## src/rtl/uart_rx_deser_if.sv

```systemverilog
// Receive-side bus between the UART deserializer (master) and the RX FIFO / status logic (slave).
interface uart_rx_deser_if #(
   parameter int DATA_BITS = 8
);
   logic [DATA_BITS-1:0] wdata_o;
   logic                 we_o;
   logic                 full_i;
   logic                 frame_err_o;
   logic                 parity_err_o;
   logic                 overrun_o;
   logic                 busy_o;

   modport master (output wdata_o, we_o, frame_err_o, parity_err_o, overrun_o, busy_o,
                   input  full_i);
   modport slave  (input  wdata_o, we_o, frame_err_o, parity_err_o, overrun_o, busy_o,
                   output full_i);
endinterface

```

## src/rtl/uart_rx_deser.sv

```systemverilog
// UART receive deserializer: 16x oversampling, start/data/parity/stop framing, single-cycle
// FIFO write strobe and one-cycle error pulses (frame, parity, overrun).
module uart_rx_deser #(
   parameter int BAUD_DIV   = 27,
   parameter int DATA_BITS  = 8,
   parameter int PARITY_EN  = 0,
   parameter int PARITY_ODD = 0
) (
   input  logic            clk_i,
   input  logic            rst_n_i,
   input  logic            rx_i,
   uart_rx_deser_if.master bus
);
   localparam int TW = $clog2(BAUD_DIV);
   localparam int BW = $clog2(DATA_BITS);
   localparam logic [TW-1:0] TICK_LAST = TW'(BAUD_DIV - 1);
   localparam logic [BW-1:0] BIT_LAST  = BW'(DATA_BITS - 1);
   localparam logic          ODD       = (PARITY_ODD != 0);

   typedef enum logic [2:0] {
      ST_IDLE, ST_START, ST_DATA, ST_PARITY, ST_STOP, ST_BREAK
   } state_t;

   logic                 r_sync1, r_sync2, r_rx_prev;
   logic                 w_rx_s, w_tick, w_fall, w_start_smp, w_bit_smp;
   state_t               r_state;
   logic [TW-1:0]        r_tick_cnt;
   logic [3:0]           r_smp_cnt;
   logic [BW-1:0]        r_bit_cnt;
   logic [DATA_BITS-1:0] r_shift, r_wdata;
   logic                 r_perr, r_we, r_ferr, r_perr_pulse, r_ovr;

   // Idle-high line: synchronizer and edge history reset to 1 so reset release never looks like a start.
   always_ff @(posedge clk_i or negedge rst_n_i) begin
      if (!rst_n_i) begin
         r_sync1   <= 1'b1;
         r_sync2   <= 1'b1;
         r_rx_prev <= 1'b1;
      end else begin
         r_sync1   <= rx_i;
         r_sync2   <= r_sync1;
         r_rx_prev <= r_sync2;
      end
   end

   assign w_rx_s      = r_sync2;
   assign w_fall      = r_rx_prev & ~w_rx_s;
   assign w_tick      = (r_tick_cnt == TICK_LAST);
   assign w_start_smp = w_tick && (r_smp_cnt == 4'd7);
   assign w_bit_smp   = w_tick && (r_smp_cnt == 4'd15);

   always_ff @(posedge clk_i or negedge rst_n_i) begin
      if (!rst_n_i) begin
         r_state      <= ST_IDLE;
         r_tick_cnt   <= '0;
         r_smp_cnt    <= '0;
         r_bit_cnt    <= '0;
         r_shift      <= '0;
         r_wdata      <= '0;
         r_perr       <= 1'b0;
         r_we         <= 1'b0;
         r_ferr       <= 1'b0;
         r_perr_pulse <= 1'b0;
         r_ovr        <= 1'b0;
      end else begin
         r_we         <= 1'b0;
         r_ferr       <= 1'b0;
         r_perr_pulse <= 1'b0;
         r_ovr        <= 1'b0;
         r_tick_cnt   <= w_tick ? '0 : r_tick_cnt + 1'b1;
         if (w_tick) r_smp_cnt <= r_smp_cnt + 1'b1;

         case (r_state)
            ST_IDLE: begin
               if (w_fall) begin
                  r_state    <= ST_START;
                  r_tick_cnt <= '0;
                  r_smp_cnt  <= '0;
               end
            end
            ST_START: begin
               // Mid start bit: from here on every 16th tick lands mid-bit.
               if (w_start_smp) begin
                  r_smp_cnt <= '0;
                  r_bit_cnt <= '0;
                  r_perr    <= 1'b0;
                  r_state   <= w_rx_s ? ST_IDLE : ST_DATA;
               end
            end
            ST_DATA: begin
               if (w_bit_smp) begin
                  r_shift   <= {w_rx_s, r_shift[DATA_BITS-1:1]};
                  r_bit_cnt <= r_bit_cnt + 1'b1;
                  if (r_bit_cnt == BIT_LAST)
                     r_state <= (PARITY_EN != 0) ? ST_PARITY : ST_STOP;
               end
            end
            ST_PARITY: begin
               if (w_bit_smp) begin
                  r_perr  <= ((^r_shift) ^ w_rx_s) != ODD;
                  r_state <= ST_STOP;
               end
            end
            ST_STOP: begin
               if (w_bit_smp) begin
                  if (!w_rx_s) begin
                     r_ferr  <= 1'b1;
                     r_state <= ST_BREAK;
                  end else begin
                     r_state <= ST_IDLE;
                     if (r_perr)          r_perr_pulse <= 1'b1;
                     else if (bus.full_i) r_ovr        <= 1'b1;
                     else begin
                        r_wdata <= r_shift;
                        r_we    <= 1'b1;
                     end
                  end
               end
            end
            ST_BREAK: begin
               if (w_rx_s) r_state <= ST_IDLE;
            end
            default: r_state <= ST_IDLE;
         endcase
      end
   end

   assign bus.wdata_o      = r_wdata;
   assign bus.we_o         = r_we;
   assign bus.frame_err_o  = r_ferr;
   assign bus.parity_err_o = r_perr_pulse;
   assign bus.overrun_o    = r_ovr;
   assign bus.busy_o       = (r_state != ST_IDLE);
endmodule
```

## src/flat_wrapper.sv

```systemverilog
// flat-port wrapper written by rule: the top's interface ports become plain ports
module uart_rx_deser_flat 
#(
   parameter int BAUD_DIV   = 27,
   parameter int DATA_BITS  = 8,
   parameter int PARITY_EN  = 0,
   parameter int PARITY_ODD = 0
)
  (clk_i, rst_n_i, rx_i, bus_wdata_o, bus_we_o, bus_frame_err_o, bus_parity_err_o, bus_overrun_o, bus_busy_o, bus_full_i);
  uart_rx_deser_if #(.DATA_BITS(DATA_BITS)) bus_i ();
  input  logic clk_i;
  input  logic rst_n_i;
  input  logic rx_i;
  output wire logic [$bits(bus_i.wdata_o)-1:0] bus_wdata_o;
  output wire logic [$bits(bus_i.we_o)-1:0] bus_we_o;
  output wire logic [$bits(bus_i.frame_err_o)-1:0] bus_frame_err_o;
  output wire logic [$bits(bus_i.parity_err_o)-1:0] bus_parity_err_o;
  output wire logic [$bits(bus_i.overrun_o)-1:0] bus_overrun_o;
  output wire logic [$bits(bus_i.busy_o)-1:0] bus_busy_o;
  input wire logic [$bits(bus_i.full_i)-1:0] bus_full_i;
  assign bus_wdata_o = bus_i.wdata_o;
  assign bus_we_o = bus_i.we_o;
  assign bus_frame_err_o = bus_i.frame_err_o;
  assign bus_parity_err_o = bus_i.parity_err_o;
  assign bus_overrun_o = bus_i.overrun_o;
  assign bus_busy_o = bus_i.busy_o;
  assign bus_i.full_i = bus_full_i;
  uart_rx_deser #(.BAUD_DIV(BAUD_DIV), .DATA_BITS(DATA_BITS), .PARITY_EN(PARITY_EN), .PARITY_ODD(PARITY_ODD)) u_core (.clk_i(clk_i), .rst_n_i(rst_n_i), .rx_i(rx_i), .bus(bus_i));
endmodule
```

## config.mk

```make
export PLATFORM = sky130hd
export DESIGN_NAME = uart_rx_deser_flat
export DESIGN_NICKNAME = d
export VERILOG_FILES = /design/src/rtl/uart_rx_deser_if.sv /design/src/rtl/uart_rx_deser.sv /design/src/flat_wrapper.sv
export SDC_FILE = /design/constraint.sdc
export NUM_CORES = 1
export LEC_CHECK = 0
export ABC_CLOCK_PERIOD_IN_PS = 4100
export BUFFER_PORTS_ARGS = -buffer_cell sky130_fd_sc_hd__buf_2
export CORE_MARGIN = 2
export CORE_UTILIZATION = 62
export CTS_CLUSTER_SIZE = 40
export DETAILED_ROUTE_END_ITERATION = 16
export GPL_ROUTABILITY_DRIVEN = 0
export PLACE_DENSITY = 0.91
export SLEW_MARGIN = 30
export SYNTH_ARGS = -nofsm -noshare
export SYNTH_HDL_FRONTEND = slang
export SYNTH_SLANG_ARGS = --single-unit
```

## constraint.sdc

```tcl
create_clock -name clk_i -period 4.1 [get_ports clk_i]
set_input_delay 0.615 -clock clk_i [delete_from_list [all_inputs] [get_ports clk_i]]
set_output_delay 0.615 -clock clk_i [all_outputs]
set_load 0.05 [all_outputs]
```

==> out/results.txt, run 1 <==
Fraction of power consumed by the clock network - 0.251
Number of setup buffers added after CTS - 0
Number of rows in the core area - 20
First-pass GRT wire length - 5209 um
Synthesized area - 1908 um^2
Cell variety after synth - 39
Starting density of the core - 0.6408
Die height - 59.48 um
Max transition margin - 0.4407
Final design area excluding fillers - 2027 um^2
Congestion Overflow GR - 0
Unrepaired setup endpoints after global routing - no
Total nets after synthesis - 164
Count of flip-flops with a built-in enable after synthesis - 0
Clock slew at reported path FFs - 110 ps
Initial DRC Count - 23
Clk Latency, worst-skew pair - 350 ps
Largest clock skew in the final design - 8.921 ps
Total half-perimeter wirelength after legalization and detailed placement - 2262 um
Flip-flop and latch count after synthesis - 39
Final Cycle Share - 0.5253
CTS tree - built
Sw frac - 0.2953
Total power of the final layout - 753.7 uW
Synth-to-layout area growth - 6.229%
Startpoint types - flop
Cell-by-cell trace of the critical path - or3_1, buf_2
Clock sink count - 39
Number of antenna violations at the first check in global routing - 0
Total number of nets in the final design - 179
Proportion of layout cells with a drive suffix above 1 - 0.2882
Largest net degree at the start of global routing - 40
Internal cell power - 531.2 uW
Worst min-delay path class - in2async
Comb pwr share - 0.137
Type of element capturing the critical path - primary output
Wire length reported by the detailed router - 3171 um
Worst path max stage delay - 540 ps
Worst path slowest cell - sky130_fd_sc_hd__dfrtp_1
Die W - 59.48 um
Tightest hold margin - 352.4 ps
Register area share after synthesis - 0.5134
Post-detailed-placement cell area - 1973 um^2
Average size of a mapped cell - 12.39 um^2
Leading register cell type out of synthesis - sky130_fd_sc_hd__dfrtp_1
Share of synthesized flip-flops with an asynchronous set or reset - 1.000
FMAX - 0.4643 GHz
PostCTS Resize Cnt - 0
Hold_buf cts - 0
Net Switching - 222.5 uW
Crit path max fanout - 14
Period minus WS final - 2154 ps
First-pass iteration count of the detailed router - 4
Leakage dissipation - 0.9924 nW
H-tree Lvls - 2
Startpoint-to-endpoint class of the critical path - reg2out
Ratio of total power to cell area - 371.9 nW/um^2
DR vias/cell - 6.030
Result of the run - finished, final reports clean
Worst slew pin tran - 838.9 ps
Overall via count from detail_route - 1224
Summed negative setup slack over all endpoints - 0 ps
Ys Warns - 0
DR DRC count - 0
Clock root cell - sky130_fd_sc_hd__clkbuf_4
IO Pins - 17
Count of inserted antenna diode cells - 0
Total die area - 3537 um^2
Worst VDD drop - 0.2371 mV
CP required - 3480 ps
Post-DRT Antenna Nets - 0
Cell count after synthesis - 154
Relative contribution of sequential cells to total power - 0.612
Combined global-route utilization of all metal layers - 0.2083
Core box area - 2978 um^2
Vias in the first global route - 1168
CP arrival - 1540 ps
Detail-routed net length per standard cell - 15.62 um
Number of max-cap violations - 0
Num CTS Buffers - 5
Final count of negative-setup-slack endpoints - 0
Number of port buffers - 16
Number of max-slew violations in the final report - 0
Fin. Hold Viols - 0
Longest Clk Path Bufs - 2
-- registers in the layout, summed over array words and instances, names as in the netlist, 3 cells and up --
| register | cells |
|---|---|
| u_core.bus.wdata_o | 8 |
| u_core.r_shift | 8 |
| u_core.r_tick_cnt | 5 |
| u_core.r_smp_cnt | 4 |
| u_core.r_bit_cnt | 3 |
| u_core.r_state | 3 |
-- critical path, delay by kind of cell, from the launching register on --
| kind | cells | cell delay, ps |
|---|---|---|
| simple gates | 1 | 430 |
| flops | 1 | 540 |
| buf+inv | 1 | 220 |
-- metrics by stage --
stage,util,setup WS [ps],cells
floorplan,-,2302,154
global placement,0.6626,2108,195
detailed placement,0.6626,2011,195
CTS,0.6807,1937,203
global route,0.6807,1862,203
finish,0.6807,1946,203
-- per-layer routing --
layer  track usage  routed length [um]
met3       0.06769                 139
met4        0.1104                  57
met1        0.2522                1324
met5             0                   0
met2        0.3297                1650
-- Yosys cell counts, types with 2 or more instances --
master	n	area (um^2)
sky130_fd_sc_hd__o31ai_1	3	22.52
sky130_fd_sc_hd__o22ai_1	2	12.51
sky130_fd_sc_hd__dfrtp_1	36	900.9
sky130_fd_sc_hd__a31o_2	2	17.52
sky130_fd_sc_hd__clkbuf_1	4	15.01
sky130_fd_sc_hd__nor2_1	12	45.04
sky130_fd_sc_hd__nor2b_1	3	18.77
sky130_fd_sc_hd__mux2i_1	2	20.02
sky130_fd_sc_hd__a22o_1	3	26.28
sky130_fd_sc_hd__mux2_2	8	90.09
sky130_fd_sc_hd__and2_1	2	12.51
sky130_fd_sc_hd__nor3b_1	2	15.01
sky130_fd_sc_hd__nand4b_1	2	17.52
sky130_fd_sc_hd__nand3_1	4	20.02
sky130_fd_sc_hd__a21oi_1	3	15.01
sky130_fd_sc_hd__xnor2_1	7	61.31
sky130_fd_sc_hd__nand2b_1	5	31.28
sky130_fd_sc_hd__or3_1	2	12.51
sky130_fd_sc_hd__dfstp_2	3	78.83
sky130_fd_sc_hd__mux2_4	8	120.1
sky130_fd_sc_hd__a31oi_1	2	12.51
sky130_fd_sc_hd__nand2_1	3	11.26
sky130_fd_sc_hd__ha_1	6	75.07
sky130_fd_sc_hd__o21ai_0	5	25.02
sky130_fd_sc_hd__nor3b_2	2	25.02
sky130_fd_sc_hd__buf_6	3	33.78
sky130_fd_sc_hd__inv_1	4	15.01
sky130_fd_sc_hd__xor2_1	5	43.79
-- placed cells by master (no fill, tap or decap), types with 2 or more instances in the layout --
cell / count
sky130_fd_sc_hd__nor2b_1: 3
sky130_fd_sc_hd__nand2b_1: 5
sky130_fd_sc_hd__a21oi_1: 3
sky130_fd_sc_hd__o21ai_0: 5
sky130_fd_sc_hd__inv_1: 4
sky130_fd_sc_hd__nand4b_1: 2
sky130_fd_sc_hd__nand3_1: 4
sky130_fd_sc_hd__o22ai_1: 2
sky130_fd_sc_hd__or3_1: 2
sky130_fd_sc_hd__o31ai_1: 3
sky130_fd_sc_hd__nor3b_1: 2
sky130_fd_sc_hd__mux2i_1: 2
sky130_fd_sc_hd__nor2_1: 12
sky130_fd_sc_hd__and2_1: 2
sky130_fd_sc_hd__xor2_1: 5
sky130_fd_sc_hd__nand2_1: 3
sky130_fd_sc_hd__dfrtp_1: 36
sky130_fd_sc_hd__buf_2: 16
sky130_fd_sc_hd__mux2_2: 8
sky130_fd_sc_hd__clkbuf_4: 5
sky130_fd_sc_hd__nor3b_2: 2
sky130_fd_sc_hd__dfstp_2: 3
sky130_fd_sc_hd__a31oi_1: 2
sky130_fd_sc_hd__ha_1: 6
sky130_fd_sc_hd__a22o_1: 3
sky130_fd_sc_hd__a31o_2: 2
sky130_fd_sc_hd__mux2_4: 8
sky130_fd_sc_hd__xnor2_1: 7
-- final cells by class --
type / count / area, um^2
repair buffers: 16 / 80.08
flip-flops and latches: 39 / 979.7
fillers: 213 / 950.9
clock buffers: 6 / 41.29
multi-input cells: 103 / 857.1
inverters: 4 / 15.01
well taps: 33 / 41.29
clock inverters: 2 / 12.51
-- final timing paths --
check                                     start              endpoint  slack, ps  cells after the start
max                           u_core.r_state[1]            bus_busy_o       1950                      2
min                                     rst_n_i       u_core.bus.we_o        350                      1
max reg2reg                u_core.r_tick_cnt[0]     u_core.r_shift[4]       1990                      6
min reg2reg                      u_core.r_sync1        u_core.r_sync2        360                      0
max in group asynchronous               rst_n_i  u_core.r_tick_cnt[3]       3220                      1
min in group clk_i                         rx_i        u_core.r_sync1        350                      1
-- power groups by stage --
stage | Combinational, mW | Sequential (mW) | Clock [mW]
final | 0.103 | 0.461 | 0.189
after floorplan | 0.0797 | 0.454 | 0
after global routing | 0.121 | 0.465 | 0.210
after global placement | 0.0939 | 0.461 | 0
after CTS | 0.105 | 0.460 | 0.196
after detailed placement | 0.104 | 0.467 | 0
-- logic make-up after synthesis --
family                   synth area share
flip-flops                         0.5134
multiplexers                       0.1207
AO/OA/AOI/OAI                     0.07672
buffers and inverters             0.03737
AND/OR/NAND/NOR                    0.1456
XOR/XNOR                          0.06688
adder cells (fa/ha/maj)           0.03934
No activity file was read; power rests on OpenSTA's default activity.
==> inputs of run 2 (changes only) <==
- ABC_CLOCK_PERIOD_IN_PS: 4100 -> 2240
- CORE_UTILIZATION: 62 -> 58
- PLACE_DENSITY: 0.91 -> 0.86
- clock period: 4.1 -> 2.24 ns (I/O delays scaled with it)
==> run 2 against run 1 <==
Effect of this change:
- cell count rose by 6.4%
- worst setup slack got worse by 1700 ps
- via count down 0.49%
- non-clock buffer count is 2 higher
- routed wire length increased by 7.7%
- core utilization fell by 1.6 points
==> out/results.txt, run 2 (same netlist as run 1, synthesis figures left out) <==
Result of the run - finished, final reports clean
Core box area - 3103 um^2
Ratio of total power to cell area - 679.6 nW/um^2
DR vias/cell - 5.639
Congestion Overflow GR - 0
Sw frac - 0.2820
IO Pins - 17
Leading cell type in the layout, fill and taps excluded - sky130_fd_sc_hd__dfrtp_1
Proportion of layout cells with a drive suffix above 1 - 0.2965
Final critical-path setup slack - 211.5 ps
Cell-by-cell trace of the critical path - inv_1, ha_1, and4b_1, and3_4, and2_4, mux2_4
Post-detailed-placement cell area - 2002 um^2
First-pass iteration count of the detailed router - 4
Period minus WS final - 2029 ps
Number of rows in the core area - 20
Post-DRT Antenna Nets - 0
Commonest non-fill, non-tap cells in the layout - sky130_fd_sc_hd__dfrtp_1 (36), sky130_fd_sc_hd__buf_2 (16), sky130_fd_sc_hd__nor2_1 (12), sky130_fd_sc_hd__mux2_2 (8), sky130_fd_sc_hd__mux2_4 (8)
Worst slew pin tran - 823.4 ps
Starting density of the core - 0.6149
CP arrival - 2260 ps
DR DRC count - 0
Clock sink count - 39
Count of inserted antenna diode cells - 0
FMAX - 0.4930 GHz
Startpoint types - flop
Final instance count without filler cells - 216
Detail-routed net length per standard cell - 15.81 um
Die height - 61.36 um
Largest clock skew in the final design - 14.52 ps
Setup slack after placement - 240.4 ps
Type of element capturing the critical path - flop
Final design area excluding fillers - 2062 um^2
Total half-perimeter wirelength after legalization and detailed placement - 2423 um
Total die area - 3764 um^2
Net Switching - 395.2 uW
Overall via count from detail_route - 1218
Die W - 61.36 um
PostCTS Resize Cnt - 0
Final Cycle Share - 0.9056
Fillcell total - 249
Synth-to-layout area growth - 8.066%
Number of max-slew violations in the final report - 0
H-tree Lvls - 2
Num CTS Buffers - 5
Leakage dissipation - 1.010 nW
Summed negative setup slack over all endpoints - 0 ps
First-pass GRT wire length - 5609 um
Worst path slowest cell - sky130_fd_sc_hd__dfrtp_1
Total power of the final layout - 1.401 mW
Tightest hold margin - 78.35 ps
Number of port buffers - 16
Final core utilization - 0.6645
Relative contribution of sequential cells to total power - 0.601
Crit path max fanout - 9
Hold_buf cts - 0
Startpoint-to-endpoint class of the critical path - reg2reg
CTS tree - built
Clock slew at reported path FFs - 110 ps
Number of antenna violations at the first check in global routing - 0
Placed cell count - 208
Unrepaired setup endpoints after global routing - no
Vias in the first global route - 1210
Worst VDD drop - 0.4688 mV
Clk Latency, worst-skew pair - 340 ps
Initial DRC Count - 43
Total number of nets in the final design - 181
Longest Clk Path Bufs - 2
Worst min-delay path class - in2async
Fin. Hold Viols - 0
Number of max-cap violations - 0
Depth of the critical timing path with buffers and inverters included - 6
Fraction of power consumed by the clock network - 0.263
Worst Reg-to-Reg Cells - 6
Comb pwr share - 0.137
Number of setup buffers added after CTS - 0
Max transition margin - 0.4511
Largest net degree at the start of global routing - 40
Wire length reported by the detailed router - 3415 um
CP required - 2470 ps
Buf+Inv Stages, Crit Path - 1
Clock root cell - sky130_fd_sc_hd__clkbuf_4
Internal cell power - 1.006 mW
Final count of negative-setup-slack endpoints - 0
Combined global-route utilization of all metal layers - 0.2079
Worst path max stage delay - 420 ps
Crit path max-delay family - simple AND/OR/NAND/NOR gates
[run 2: worst paths after layout]
path,endpoint,slack (ps),start
max,u_core.r_shift[5],210,u_core.r_tick_cnt[0]
min,u_core.r_bit_cnt[2],80,rst_n_i
max reg2reg,u_core.r_shift[5],210,u_core.r_tick_cnt[0]
min reg2reg,u_core.r_sync2,370,u_core.r_sync1
max in group asynchronous,u_core.r_tick_cnt[0],1640,rst_n_i
min in group clk_i,u_core.r_sync1,90,rx_i
[run 2: power groups by stage]
stage | Combinational [mW] | Clock, mW | Sequential, mW
floorplan | 0.146 | 0 | 0.831
CTS | 0.196 | 0.381 | 0.840
detailed placement | 0.194 | 0 | 0.853
global placement | 0.172 | 0 | 0.842
finish | 0.191 | 0.368 | 0.842
global route | 0.223 | 0.414 | 0.851
[run 2: final cells by class]
| class | count | area [um^2] | share of cell area |
|---|---|---|---|
| Sequential cell | 39 | 979.7 | 0.4751 |
| Multi-Input combinational cell | 103 | 857.1 | 0.4157 |
| Timing Repair Buffer | 18 | 95.09 | 0.04612 |
| Clock buffer | 7 | 55.05 | 0.02670 |
| Tap cell | 44 | 55.05 | 0.02670 |
| Inverter | 4 | 15.01 | 0.007282 |
| Clock inverter | 1 | 5.005 | 0.002427 |
[run 2: layer usage]
metal | track usage | routed length (um)
met3 | 0.06303 | 122
met2 | 0.3602 | 1802
met1 | 0.2582 | 1467
met4 | 0.04559 | 23
met5 | 0 | 0
